**config.mk**
```make
export PLATFORM = sky130hd
export DESIGN_NAME = beat_window_packer
export DESIGN_NICKNAME = d
export VERILOG_FILES = /design/src/rtl/beat_window_packer.sv
export SDC_FILE = /design/constraint.sdc
export NUM_CORES = 1
export LEC_CHECK = 0
export CAP_MARGIN = 20
export CORE_ASPECT_RATIO = 1.1
export CORE_MARGIN = 2
export CORE_UTILIZATION = 54
export DETAILED_ROUTE_END_ITERATION = 8
export DONT_BUFFER_PORTS = 1
export GPL_ROUTABILITY_DRIVEN = 1
export MAX_ROUTING_LAYER = met4
export PLACE_DENSITY = 0.72
export SYNTH_ARGS = -nofsm -noshare
export SYNTH_HDL_FRONTEND = slang
export SYNTH_SLANG_ARGS = --single-unit
```
**constraint.sdc**
```tcl
create_clock -name clk_in -period 1.4 [get_ports clk_in]
set_input_delay 0.28 -clock clk_in [delete_from_list [all_inputs] [get_ports clk_in]]
set_output_delay 0.28 -clock clk_in [all_outputs]
set_load 0.05 [all_outputs]
```
**src/rtl/beat_window_packer.sv**
```systemverilog
// Packs per-sample beat flags into a sliding WINDOW_WIDTH-bit window and offers it every HOP samples.
// Optional sticky overrun flag with clear input is compiled in by defining BEAT_WINDOW_OVERRUN_EN.
module beat_window_packer #(
  parameter int WINDOW_WIDTH = 8,
  parameter int HOP          = 4
) (
  input  logic                                  clk_in,
  input  logic                                  rst_n_in,
  input  logic                                  sample_valid_in,
  input  logic                                  beat_in,
  input  logic                                  window_ready_in,
  output logic [WINDOW_WIDTH-1:0]               window_out,
  output logic                                  window_valid_out,
  output logic [$clog2(WINDOW_WIDTH+1)-1:0]     fill_out
`ifdef BEAT_WINDOW_OVERRUN_EN
  ,
  input  logic                                  overrun_clr_in,
  output logic                                  overrun_out
`endif
);

  localparam int W  = WINDOW_WIDTH;
  localparam int FW = $clog2(W + 1);
  localparam int HW = $clog2(HOP + 1);
  localparam logic [FW-1:0] FILL_MAX  = FW'(W);
  localparam logic [FW-1:0] FILL_LAST = FW'(W - 1);
  localparam logic [HW-1:0] HOP_LAST  = HW'(HOP - 1);

  typedef enum logic { FILLING = 1'b0, RUNNING = 1'b1 } fill_state_t;
  typedef enum logic { EMPTY = 1'b0, HELD = 1'b1 } out_state_t;

  // Only W-1 history bits are stored: the oldest bit of a window is never needed after it is emitted.
  logic [W-2:0]  sr, sr_next;
  logic [W-1:0]  shifted;
  logic [FW-1:0] fill, fill_next;
  logic [HW-1:0] hop_cnt, hop_next;
  fill_state_t   fstate, fstate_next;
  out_state_t    ostate, ostate_next;
  logic          emit;
  logic          load;

  assign shifted = {sr, beat_in};

  always_comb begin
    sr_next     = sr;
    fill_next   = fill;
    hop_next    = hop_cnt;
    fstate_next = fstate;
    emit        = 1'b0;
    if (sample_valid_in) begin
      sr_next = shifted[W-2:0];
      if (fill != FILL_MAX) begin
        fill_next = fill + 1'b1;
      end
      if (fstate == FILLING) begin
        hop_next = '0;
        if (fill == FILL_LAST) begin
          emit        = 1'b1;
          fstate_next = RUNNING;
        end
      end else if (hop_cnt == HOP_LAST) begin
        emit     = 1'b1;
        hop_next = '0;
      end else begin
        hop_next = hop_cnt + 1'b1;
      end
    end
  end

  // A held window is replaced only when it is consumed in the same cycle; otherwise the new one is lost.
  always_comb begin
    ostate_next = ostate;
    load        = 1'b0;
    if (ostate == EMPTY) begin
      if (emit) begin
        load        = 1'b1;
        ostate_next = HELD;
      end
    end else begin
      if (emit) begin
        load = window_ready_in;
      end else if (window_ready_in) begin
        ostate_next = EMPTY;
      end
    end
  end

  always_ff @(posedge clk_in or negedge rst_n_in) begin
    if (!rst_n_in) begin
      sr         <= '0;
      fill       <= '0;
      hop_cnt    <= '0;
      fstate     <= FILLING;
      ostate     <= EMPTY;
      window_out <= '0;
    end else begin
      sr      <= sr_next;
      fill    <= fill_next;
      hop_cnt <= hop_next;
      fstate  <= fstate_next;
      ostate  <= ostate_next;
      if (load) begin
        window_out <= shifted;
      end
    end
  end

  assign window_valid_out = (ostate == HELD);
  assign fill_out         = fill;

`ifdef BEAT_WINDOW_OVERRUN_EN
  logic drop;
  assign drop = emit && (ostate == HELD) && !window_ready_in;

  always_ff @(posedge clk_in or negedge rst_n_in) begin
    if (!rst_n_in) begin
      overrun_out <= 1'b0;
    end else if (drop) begin
      overrun_out <= 1'b1;
    end else if (overrun_clr_in) begin
      overrun_out <= 1'b0;
    end
  end
`endif

endmodule

```
# After elaboration in Yosys (flattened, before gate mapping)
# Cells that the tools add are included.
# totals
reg_bits	24
in_bits	5
output_inout_bits	13
# op_classes
add_sub_neg	2
eq_ne	3
muxes	13
n_reduce_logical	1
# ops
op	n
$mux 1	11
$mux 3	2
$add 4x1->4 const B	1
$eq 4x3->1 const B	1
$ne 4x4->1 const B	1
$add 3x1->3 const B	1
$eq 3x2->1 const B	1
$reduce_and 2->1	1

# Depth between registers and ports, before layout
# Gate-level depths: netlist of the first run.
# depth
ltp_word	6
ltp_mapped	6

# Worst setup path after synthesis of the first run
# Ideal clock, no wire load.
# synth_path
path_type	flip-flop to flip-flop
start	reg fill[0], in the netlist fill_out[0]
end	reg window_out[0]
setup_ps	125
arrival_ps	1725
slack_ps	-450
stages_incl_launch_ff	6
path_cell_list	dfrtp_1 -> ha_1 -> a21oi_2 -> and4b_1 -> buf_6 -> mux2_4
# synth_via
elab_chain_cells	6
elab_cells_between_ends	7
classes_between	eq/ne (1); mux (6)
# synth_lines
item	line_no	text
start: declaration	35	logic [FW-1:0] fill, fill_next;
start signal: assignment	98	fill <= fill_next;
$eq 4x3->1 (*)	57	if (fill == FILL_LAST) begin
$mux 1 (*)	57	
$mux 1 (*)	55	if (fstate == FILLING) begin
$mux 1 (*)	50	if (sample_valid_in) begin
$mux 1 (on tied branches)	75, 80	
$mux 1 (*)	74	if (ostate == EMPTY) begin
end signal: assignment	103	window_out <= shifted;
end: declaration	12	output logic [WINDOW_WIDTH-1:0] window_out,
# Every way passes the cells marked *; elsewhere a longest branch is shown, timed or not.
# A chain may end at the register's enable or synchronous reset.

# Final worst setup path of the first run
# layout_path
start	reg fill[1], in the netlist fill_out[1]
end	reg window_out[3]
# Same word-level chain as after synthesis.

==> impl_metrics.toml, run 1 <==
[outcome]
outcome = "finished with violations"
failed_checks = "negative setup slack"

[critical_path]
critical_path_peak_fanout = 8
cp.required_ps = 1610
critical_path_arrival_ps = 1730
cp-startpoint = "fill_out[1]"
start_kind = "flop"
critPathKind = "flop to flop"
r2r_start = "fill_out[1]"
cp-end-kind = "flop"

[logic_synthesis]
synth_seq_cells = 24
synth.net_count = 82
synthCells = 74
synth-adder-area-share_pct = 3.64
ys_seq_area_share_pct = 58.2
synth-xor-area-share_pct = 1.70
yosysWarnings = 0
synth_top_family_by_area = "multiplexers"
synth_top_area_share_pct = 58.2
synth_area_sq_um = 1030
synth-compound-area-share_pct = 5.45
synthTopCellsByArea = "dfrtp_1 (58%), mux2_4 (12%), mux2_2 (8.7%), ha_1 (3.6%), o21ai_0 (2.4%)"
yosysTopAreaCell = "dfrtp_1"
avgSynthCellArea_sq_um = 13.9
synthSimpleGateAreaFrac_pct = 6.91
ys_types = 21
synth_mux_area_share_pct = 20.4

[route]
ant_nets = 0
wirelength_microns = 1540
wire_per_inst_microns = 14.5
drcViolationCount = 0
dr.pass1.iters = 2
vias = 606
viasPerCell = 5.72
drt_iter0_markers = 1

[global_routing]
grt_max_degree = 25
overflow = 0
antenna_found_initial = 0
grt_pass1_wl_microns = 2660
grtUsageTotal_pct = 16.2
grt_pass1_vias = 661

[sta]
hold_violations = 0
fin_crit_ps = 1520
rsz0062_at_grt = "yes"
fin_ws_ps = -120
maxSlewViolCount = 0
timing.hold.ws_ps = 55.1
worst_pin_slew_ps = 496
setup_viol = 8
slew-limit-headroom_pct = 66.9
period_share_pct = 109
finClkSkew_ps = 0.810
clock.fmax_mhz = 658

[worst_hold_path]
hold_path.class = "input port to flop"
hp-start = "sample_valid_in"

[place]
port_buffers = 0
place_congestion = 0.682

[final_layout]
area_growth_syn_to_layout_pct = 19.0
most-common-layout-cells = "dfrtp_1 (20), buf_4 (10), mux2_2 (8), mux2_4 (8), nand2_1 (6)"
drive_above_1_share_pct = 47.7
mostFrequentLayoutCell = "dfrtp_1"
num-nets-final = 97
diodes = 0

[cts]
clockBufferDepth = 2
cts.sinks = 24
cts_tree = "done"
clock_latency_ps = 300
cts-htree-levels = 1
cts_buffers = 3
clkTransAtPathRegs_ps = 120
clockRootBuffer = "clkbuf_4"

[floorplanning]
core_area_sq_um = 1780
die_x_microns = 45.7
num_io_pins = 18
rows = 16
die_h_microns = 49.9
dieArea_sq_um = 2280
start_util_pct = 57.9

[flow_run]
maxCapViolations = 0
-- per-stage QoR --
stage / TNS (ps) / instances / util (%) / setup slack [ps] / cell area (sq um)
2_1_floorplan: -1820 / 74 / - / -209 / 1050
3_3_place_gp: -872 / 99 / 64.0 / -107 / 1140
3_5_place_dp: -1070 / 99 / 64.0 / -136 / 1140
4_1_cts: -999 / 105 / 67.0 / -128 / 1190
5_1_grt: -1420 / 106 / 69.0 / -183 / 1230
6_report: -937 / 106 / 69.0 / -120 / 1230
-- worst max-delay path: stages, from the launching register on --
cell	delay, ps
dfrtp_2	450
ha_4	170
a21oi_2	120
and4b_1	230
buf_12	150
mux2_4	290
-- cell type report --
cell class	instances	area [sq um]
clock buffers	4	36.3
repair buffers	13	133
well taps	18	22.5
flip-flops and latches	24	606
inverters	5	18.8
multi-input cells	42	413
fillers	136	553
-- routing by layer --
layer	wire length (microns)	global-route usage, %
met1	651	17.9
met2	812	26.1
met3	49	4.76
met4	25	7.35
met5	0	-
-- synth_stat cells --
| cell type | number |
|---|---|
| a21oi_2 | 1 |
| nand3_1 | 1 |
| clkbuf_1 | 1 |
| nor2b_4 | 1 |
| and4b_1 | 1 |
| nand3b_1 | 1 |
| a31o_2 | 1 |
| o21ai_0 | 5 |
| xnor2_1 | 2 |
| a21boi_0 | 1 |
| buf_2 | 1 |
| mux2_2 | 8 |
| ha_1 | 3 |
| buf_6 | 1 |
| o22ai_1 | 1 |
| inv_1 | 5 |
| nand2b_1 | 1 |
| mux2_4 | 8 |
| dfrtp_1 | 24 |
| nand4_1 | 1 |
| nand2_1 | 6 |
-- logic make-up after synthesis --
kind of cell	after synthesis
muxes	16
buffers and inverters	8
adders and majority gates	3
DFF	24
AOI/OAI and AO/OA	9
xor gates and xnor gates	2
and+or+nand+nor	12
-- sequential cells by signal, indices dropped and copies added (netlist names) --
signal and flops:
hop_cnt 3, fstate 1, window_valid_out 1, sr 7
window_out 8, fill_out 4
-- timing repair --
item,CTS,global route
hold buffers,1,0
setup endpoints to repair,9,9
resized for setup,2,2
pin swaps,1,1
endpoints found under the hold margin,24,0
setup buffers,1,0
-- worst paths after layout --
| path | to | slack (ps) | cells past startpoint |
|---|---|---|---|
| max | window_out[3] | -120 | 5 |
| min | hop_cnt[0] | 60 | 1 |
| max reg2reg | window_out[3] | -120 | 5 |
| min reg2reg | window_out[7] | 530 | 1 |
| max in group asynchronous | fill_out[0] | 710 | 2 |
| min in group asynchronous | window_out[1] | 280 | 1 |
Power of run 1 is left out: the tool's default activity adds up to more than one toggle a clock period on the data nets, which glitch-free logic cannot reach.
==> inputs of run 2 (changes only) <==
CORE_UTILIZATION = 50   (was 54)
CTS_BUF_LIST = sky130_fd_sc_hd__clkbuf_16   (was default)
MAX_ROUTING_LAYER = default   (was met4)
PLACE_DENSITY = 0.68   (was 0.72)
==> impl_metrics.toml, run 2 (synthesis gave the netlist of run 1 again) <==
[outcome]
outcome = "finished with violations"
failed_checks = "negative setup slack"

[final_layout]
regMostFlops = "window_out"
area_growth_syn_to_layout_pct = 29.0
most-common-layout-cells = "dfrtp_1 (20), buf_4 (12), mux2_2 (8), mux2_4 (8), nand2_1 (6)"
largest_register_ffs = 8
num-nets-final = 100
mostFrequentLayoutCell = "dfrtp_1"
drive_above_1_share_pct = 48.4
instances_no_fill = 119
diodes = 0

[route]
viasPerCell = 5.06
wire_per_inst_microns = 14.5
vias = 602
drcViolationCount = 0
dr.pass1.iters = 3
wirelength_microns = 1730
ant_nets = 0
drt_iter0_markers = 6

[sta]
clock.fmax_mhz = 651
period_share_pct = 110
fin_setup_tns_ps = -1020
worst_pin_slew_ps = 478
setup_viol = 8
finClkSkew_ps = 5.46
rsz0062_at_grt = "yes"
fin_crit_ps = 1540
fin_ws_ps = -136
slew-limit-headroom_pct = 68.2
hold_violations = 0
maxSlewViolCount = 0

[global_routing]
grt_max_degree = 25
grt_pass1_wl_microns = 2830
top_usage_layer = "met2"
use_met2_pct = 26.6
grt_util_met3_pct = 4.17
use_met1_pct = 20.3
antenna_found_initial = 0
overflow = 0
grt_pass1_vias = 660
grtUsageTotal_pct = 16.7

[critical_path]
cpPeakStageDelay_ps = 430
critPathKind = "flop to flop"
start_kind = "flop"
slowest_stage = "dfrtp_2"
cp_cell_sequence = "ha_4 -> a21oi_4 -> and4b_1 -> buf_6 -> mux2_4"
cp.required_ps = 1540
critical_path_arrival_ps = 1670
critical_path_peak_fanout = 5
cp-end-kind = "flop"

[place]
place_congestion = 0.675
port_buffers = 0
place_inst = 111
place_ws_ps = -142
place_hpwl_microns = 1140

[floorplanning]
core_area_sq_um = 1980
num_io_pins = 18
dieArea_sq_um = 2440
die_h_microns = 51.7
start_util_pct = 52.2
rows = 17
die_x_microns = 47.3

[cts]
clockBufferDepth = 2
clock_latency_ps = 250
cts-htree-levels = 1
cts_tree = "done"
cts_buffers = 3
cts.sinks = 24
clkTransAtPathRegs_ps = 60
clockRootBuffer = "clkbuf_16"

[worst_hold_path]
hold_path.class = "input port to flop"

[flow_run]
maxCapViolations = 0
run 2: cell count changes in the layout (fill, tap and decap cells not counted), sizes merged:
cell | previous run | this run
buf | 12 | 15
bufinv | 0 | 1
clkbuf | 4 | 3
run 2: per-stage QoR:
stage	hold WS, ps	instance area [sq um]	utilization [%]
after detailed placement	-15.1	1150	58.4
after global placement	-15.1	1150	58.4
after floorplan	-15.6	1050	-
after global routing	144	1330	67.3
final	138	1330	67.3
after CTS	130	1300	65.5
run 2: layout make-up:
class,instances,area [sq um]
clock buffer,3,75.1
clock inverter,1,30.0
fill,144,647
inverter,5,18.8
multi-input combinational,42,417
sequential,24,606
tap,28,35.0
timing repair buffer,16,150
run 2: worst paths after layout:
path / start / cells past startpoint / end / slack (ps)
setup / recovery: fill_out[0] / 5 / window_out[6] / -140
hold / removal: sample_valid_in / 1 / hop_cnt[2] / 140
setup reg to reg: fill_out[0] / 5 / window_out[6] / -140
hold reg to reg: sr[6] / 1 / window_out[7] / 510
max in group asynchronous: rst_n_in / 2 / fill_out[2] / 630
min in group asynchronous: rst_n_in / 1 / sr[1] / 350
run 2: worst max-delay path: cells and delay by family, from the launching register on:
family	cells	cell delay, ps
DFF	1	430
AOI/OAI and AO/OA	1	130
muxes	1	290
and+or+nand+nor	1	240
adders and majority gates	1	170
buffers and inverters	1	150
run 2: routing by layer:
layer	routed length [microns]	share of wire (%)
met5	0	0
met2	898	52
met3	39	2.3
met1	772	45
met4	14	0.81
run 2: what timing repair did:
action,CTS,global route
gates resized for setup,6,0
setup buffers,1,1
hold buffers,1,0
hold endpoints to repair,24,0
pin swaps,2,0
setup endpoints to repair,9,9
Power of run 2 is left out for the same reason.
